==> config.mk <==
export PLATFORM = sky130hd
export DESIGN_NAME = spi_master
export DESIGN_NICKNAME = d
export VERILOG_FILES = /design/src/rtl/spi_master.sv
export SDC_FILE = /design/constraint.sdc
export NUM_CORES = 1
export LEC_CHECK = 0
export CORE_UTILIZATION = 31
export DETAILED_ROUTE_END_ITERATION = 8
export PLACE_DENSITY = 0.6
export RECOVER_POWER = 50
export SYNTH_ARGS = -nofsm -noshare
export SYNTH_HDL_FRONTEND = slang
export SYNTH_SLANG_ARGS = --single-unit
==> constraint.sdc <==
create_clock -name clk -period 2.3 [get_ports clk]
set_input_delay 0.23 -clock clk [delete_from_list [all_inputs] [get_ports clk]]
set_output_delay 0.23 -clock clk [all_outputs]
set_load 0.03 [all_outputs]
==> src/rtl/spi_master.sv <==
// Byte-wide mode-0 SPI master, MSB first, full duplex, with start/busy/done host handshake.
// sclk is produced by an internal divider; every output is a registered flop.
module spi_master #(
    parameter int DATA_WIDTH = 8,
    parameter int CLK_DIV    = 2
) (
    input  logic                  clk,
    input  logic                  reset,
    input  logic                  start,
    input  logic [DATA_WIDTH-1:0] tx_data,
    output logic [DATA_WIDTH-1:0] rx_data,
    output logic                  busy,
    output logic                  done,
    output logic                  sclk,
    output logic                  cs,
    output logic                  mosi,
    input  logic                  miso
);

    localparam int DIV_W = (CLK_DIV > 1) ? $clog2(CLK_DIV) : 1;
    localparam int CNT_W = (DATA_WIDTH > 1) ? $clog2(DATA_WIDTH) : 1;
    localparam logic [DIV_W-1:0] DIV_LAST = DIV_W'(CLK_DIV - 1);
    localparam logic [CNT_W-1:0] BIT_LAST = CNT_W'(DATA_WIDTH - 1);

    typedef enum logic [2:0] {IDLE, SETUP, HIGH, LOW, HOLD} spiState;

    spiState               state;
    logic [DIV_W-1:0]      divCnt;
    logic [CNT_W-1:0]      bitCnt;
    logic [DATA_WIDTH-1:0] txShift;
    logic [DATA_WIDTH-1:0] rxShift;
    logic                  phaseEnd;

    assign phaseEnd = (divCnt == DIV_LAST);

    always_ff @(posedge clk or posedge reset) begin
        if (reset) begin
            state   <= IDLE;
            divCnt  <= '0;
            bitCnt  <= '0;
            txShift <= '0;
            rxShift <= '0;
            rx_data <= '0;
            busy    <= 1'b0;
            done    <= 1'b0;
            sclk    <= 1'b0;
            cs      <= 1'b1;
            mosi    <= 1'b0;
        end else begin
            done <= 1'b0;
            if (state != IDLE)
                divCnt <= phaseEnd ? '0 : divCnt + 1'b1;

            case (state)
                IDLE: begin
                    // NOTE: done is still high in the cycle after completion; gating on it
                    // keeps a held start from re-launching until the following cycle.
                    if (start && !done) begin
                        txShift <= tx_data;
                        mosi    <= tx_data[DATA_WIDTH-1];
                        cs      <= 1'b0;
                        busy    <= 1'b1;
                        bitCnt  <= '0;
                        divCnt  <= '0;
                        state   <= SETUP;
                    end
                end
                SETUP, LOW: begin
                    if (phaseEnd) begin
                        sclk    <= 1'b1;
                        rxShift <= {rxShift[DATA_WIDTH-2:0], miso};
                        state   <= HIGH;
                    end
                end
                HIGH: begin
                    if (phaseEnd) begin
                        sclk <= 1'b0;
                        if (bitCnt == BIT_LAST) begin
                            state <= HOLD;
                        end else begin
                            bitCnt  <= bitCnt + 1'b1;
                            txShift <= txShift << 1;
                            mosi    <= txShift[DATA_WIDTH-2];
                            state   <= LOW;
                        end
                    end
                end
                HOLD: begin
                    if (phaseEnd) begin
                        cs      <= 1'b1;
                        rx_data <= rxShift;
                        done    <= 1'b1;
                        busy    <= 1'b0;
                        state   <= IDLE;
                    end
                end
                default: state <= IDLE;
            endcase
        end
    end

endmodule

# ---- Yosys cells after proc, flatten, opt, wreduce, memory -nomap -nowiden
# Index checks and enable logic that the tools add are counted.
dict set report op_classes {
  n_eq_ne 10
  mux 31
  add_sub_neg 2
  n_reduce_logical 14
}
# operator n
set op_table {}
lappend op_table {{$mux 3} 8}
lappend op_table {{$mux 7} 3}
lappend op_table {{$pmux 7 s2} 1}
lappend op_table {{$mux 1} 13}
lappend op_table {{$pmux 3 s4} 1}
lappend op_table {{$ne 2x2->1 const B} 5}
lappend op_table {{$pmux 1 s2} 4}
lappend op_table {{$reduce_and 4->1} 2}
lappend op_table {{$eq 3x2->1 const B} 2}
lappend op_table {{$eq 3x3->1 const B} 2}
lappend op_table {{$pmux 3 s2} 1}
lappend op_table {{$reduce_and 3->1} 2}
lappend op_table {{$reduce_bool 2->1} 3}
lappend op_table {{$reduce_and 2->1} 2}
lappend op_table {{$add 3x1->3 const B} 1}
lappend op_table {{$eq 3x1->1 const B} 1}
lappend op_table {{$logic_not 3->1} 1}
lappend op_table {{$reduce_bool 3->1} 1}
lappend op_table {{$reduce_or 2->1} 1}
lappend op_table {{$add 1x1->1 const B} 1}
lappend op_table {{$logic_and 1x1->1} 1}
lappend op_table {{$logic_not 1->1} 1}
dict set report word_totals {
  in_bits 12
  out_inout_bits 13
  wordCells 68
  ff_bits 35
}

# ---- Logic depth before layout (Yosys ltp)
# Gate-level depths: netlist (run 1).
dict set report logic_depth {
  depth_word 5
  depth_mapped 6
  depth_no_buf 5
}

# ---- Worst setup path before layout (run 1)
# No wires, ideal clock.
dict set report synth_path {
  path_type {register -> register}
  start {reg bitCnt[0]}
  end {reg bitCnt[0]}
  setup_slack_ns 0.492
  stages_incl_launch_ff 7
  n_path_buf 1
  arrival_time_ns 1.683
  setup_ns 0.125
  t_required_ns 2.175
  synth_period_minus_slack_ns 1.808
  cell_sequence {dfrtp_1 > ha_1 > ha_1 > a211o_1 > a21oi_4 > buf_12 > mux2_4}
}
dict set report synth_via {
  elab_chain_len 4
  word_cells_on_any_way 7
  cone_classes {add/sub: 1; eq/ne: 2; mux: 3; reduce/logical: 1}
}
# item line
set synth_lines {}
lappend synth_lines {{from (decl)} 29} ;# logic [CNT_W-1:0] bitCnt;
lappend synth_lines {{from (signal assigned)} 81} ;# bitCnt <= bitCnt + 1'b1;
lappend synth_lines {{$add 3x1->3} 81}
lappend synth_lines {{$mux 3} 78} ;# if (bitCnt == BIT_LAST) begin
lappend synth_lines {{$mux 3} 76} ;# if (phaseEnd) begin
lappend synth_lines {{$pmux 3 s2} 54} ;# case (state)
# Parallel ways exist; a longest one is shown, timed or not. The select of a mux whose other input is x is not followed.
# A chain may end at the register's enable or synchronous reset.

# ---- Worst setup path after layout (run 1)
dict set report layout_path {
  start {reg bitCnt[0]}
  end {reg txShift[2]}
}
dict set report layout_via {
  elab_chain_len 3
}
# item line
set layout_lines {}
lappend layout_lines {{$eq 3x3->1} 78}
lappend layout_lines {{$ne 2x2->1 (no line)} n/a}
lappend layout_lines {{$reduce_and 4->1 (no line)} n/a}
lappend layout_lines {{to (signal assigned)} 59} ;# txShift <= tx_data;
lappend layout_lines {{to (signal assigned)} 82} ;# txShift <= txShift << 1;
lappend layout_lines {{to (decl)} 30} ;# logic [DATA_WIDTH-1:0] txShift;
# No other way between the ends.

==> results.toml, run 1 <==
[floorplanning]
die_w_um = 73.9
die_h_um = 73.9
core_um2 = 4850
ioPinCount = 25
rows = 25
die_area_um2 = 5470
initial_utilization_pct = 33.1

[sta]
finalHoldViolations = 0
rsz0062_at_grt = "no"
maxSlewViolCount = 0
holdWs_ns = 0.508
max_slew_margin_pct = 44.7
tightestPinTransition_ns = 0.829
min_period_ns = 2.04
finalSetupTns_ns = 0
finalSetupViolCount = 0
fmax_mhz = 490
finalClockSkew_ns = 0.00507
finalCritPeriodShare_pct = 88.7

[critical_path]
arrival_ns = 2.21
path_common_cell = "ha_1"
critPathSlowestCell = "dfrtp_1"
required_ns = 2.47
crit_chain = "ha_1 > ha_1 > a211o_1 > a21oi_4 > mux2_2"
critPathCaptureType = "flip-flop"
critical_path_class = "reg -> reg"
cp_slowest_stage_delay_ns = 0.40
cp_max_fo = 10
worst_setup_path_start_kind = "flip-flop"

[synth]
syn_nets = 132
syn_avg_cell_area_um2 = 13.6
synth_enable_flop_cells = 0
async_reset_ff_share_pct = 100
ys_types = 31
yosysWarnings = 0
synthesis.instances = 118
synthFlopType = "dfrtp_1"
ys_seq_elements = 35
syn-cell-area_um2 = 1600
ys_seq_area_share_pct = 54.7

[global_route]
grt_first_pass_wirelength_um = 4680
grt_overflow_total = 0
grt_max_degree = 36
grt_pass1_vias = 1012
grt_use_total_pct = 11.7
antenna_found_initial = 0

[route]
drt_iter0_drc = 50
viasPerCell = 4.51
drc = 0
wirelength_um = 2680
vias = 956
drtPass1Iterations = 2
wl_per_cell_um = 12.6
drtAntennaViolNets = 0

[cts]
post_cts_buffers = 0
ctsHoldBuffers = 0
root_buffer = "clkbuf_8"
clockBufferDepth = 2
cts.sinks = 35
cts_tree = "done"
clk_pin_slew_ns = 0.07
clk_latency_ns = 0.28
cts_resized = 0
cts_buffers = 5
htreeDepth = 2

[layout]
areaGrowthSynthToFinish_pct = 25.0
fin_nets = 158
drive_gt1_share_pct = 32.4
antenna_cells = 0

[pwr]
peakVddDrop_mv = 0.462
powerDensity_nw_per_um2 = 1170
leakage_nw = 0.885
power_mw = 2.34

[placement]
place.gp.congestion = 0.732
port_buffers = 24
hpwl_um = 1870

[job]
drv_cap = 0

[min_path]
min_path_type = "reg -> reg"

[outcome]
status = "finished, final reports clean"
[metal layers]
layer | vias to the layer above | track usage (%) | share of wire [%]
met5 | - | 0 | 0
met1 | 477 | 13.8 | 44
met2 | 15 | 19.0 | 50
met4 | 0 | 5.77 | 2.1
met3 | 6 | 4.07 | 3.7
li1 | 458 | - | -
[report_power, final]
group          total (mW)  switching (mW)  internal [mW]
registers           0.974           0.157          0.817
logic               0.803           0.315          0.488
clock network       0.559           0.208          0.350
total                2.34           0.680           1.66
[worst paths after layout]
| kind | start | endpoint | slack (ns) | depth (start not counted) |
|---|---|---|---|---|
| max | bitCnt[0]$_DFFE_PP0P_ | txShift[2]$_DFFE_PP0P_ | 0.26 | 5 |
| min | rxShift[7]$_DFFE_PP0P_ | rxShift[7]$_DFFE_PP0P_ | 0.51 | 1 |
| max reg2reg | bitCnt[0]$_DFFE_PP0P_ | txShift[2]$_DFFE_PP0P_ | 0.26 | 5 |
| min reg2reg | rxShift[7]$_DFFE_PP0P_ | rxShift[7]$_DFFE_PP0P_ | 0.51 | 1 |
| max in group asynchronous | reset | txShift[0]$_DFFE_PP0P_ | 1.16 | 3 |
| min in group asynchronous | reset | rxShift[1]$_DFFE_PP0P_ | 0.63 | 3 |
[logic make-up after synthesis]
kind of cell             count (synthesis)  synth area share, %
multiplexers                            34                 25.6
AO/OA/AOI/OAI                           13                 5.46
AND/OR/NAND/NOR                         21                 7.88
adder cells (fa/ha/maj)                  2                 1.56
flip-flops                              35                 54.7
buffers and inverters                   13                 4.84
[worst max-delay path, delay by kind of cell (launching register included)]
kind	cells	cell delay, ns
DFF	1	0.40
AOI/OAI and AO/OA	2	0.72
adders and majority gates	2	0.42
muxes	1	0.38
[sequential cells by signal, indices dropped and copies added, names as in the netlist]
name	count
rxShift	8
txShift	7
divCnt	1
mosi	1
sclk	1
bitCnt	3
rx_data	8
cs	1
busy	1
state	3
done	1
[through the flow]
step	cells	util [%]	worst slack, ns	area (um^2)
after floorplan	118	-	0.492	1600
after global placement	204	39.0	0.257	1890
after detailed placement	204	39.0	0.230	1890
after CTS	212	41.4	0.228	2010
after global routing	212	41.3	0.148	2000
final	212	41.3	0.259	2000
[layout make-up]
type,count,area [um^2]
fill,451,2840
sequential,35,877
multi-input combinational,70,647
timing repair buffer,27,260
tap,67,83.8
clock buffer,6,82.6
clock inverter,2,35.0
inverter,5,18.8
[synthesized netlist by cell type, drive strengths merged (2+ instances only)]
cell | count | share of area [%]
dfrtp | 34 | 53
mux2 | 32 | 24
a21oi | 7 | 2.9
nand2 | 7 | 1.6
buf | 6 | 3.2
inv | 5 | 1.2
clkbuf | 2 | 0.47
ha | 2 | 1.6
mux2i | 2 | 1.2
nor2 | 2 | 0.47
nor2b | 2 | 0.78
o21ai | 2 | 0.62
or3b | 2 | 1.2
[cell usage in the layout (no fill, tap or decap), types with 2 or more instances in the layout]
cell type,count
mux2_4,8
clkdlybuf4s50_1,23
clkbuf_8,6
dfrtp_1,34
mux2_2,24
o21ai_0,2
mux2i_1,2
ha_1,2
nor2_1,2
a21oi_1,6
nand2_1,7
nor2b_1,2
buf_4,2
inv_1,5
Note: power is estimated with default switching activity, not from simulation.
==> run 2, diff against run 1 <==
CAP_MARGIN = 20   (was unset)
==> results of run 2 <==
Same layout as run 1: the final DEF is identical, and so are final timing and power.
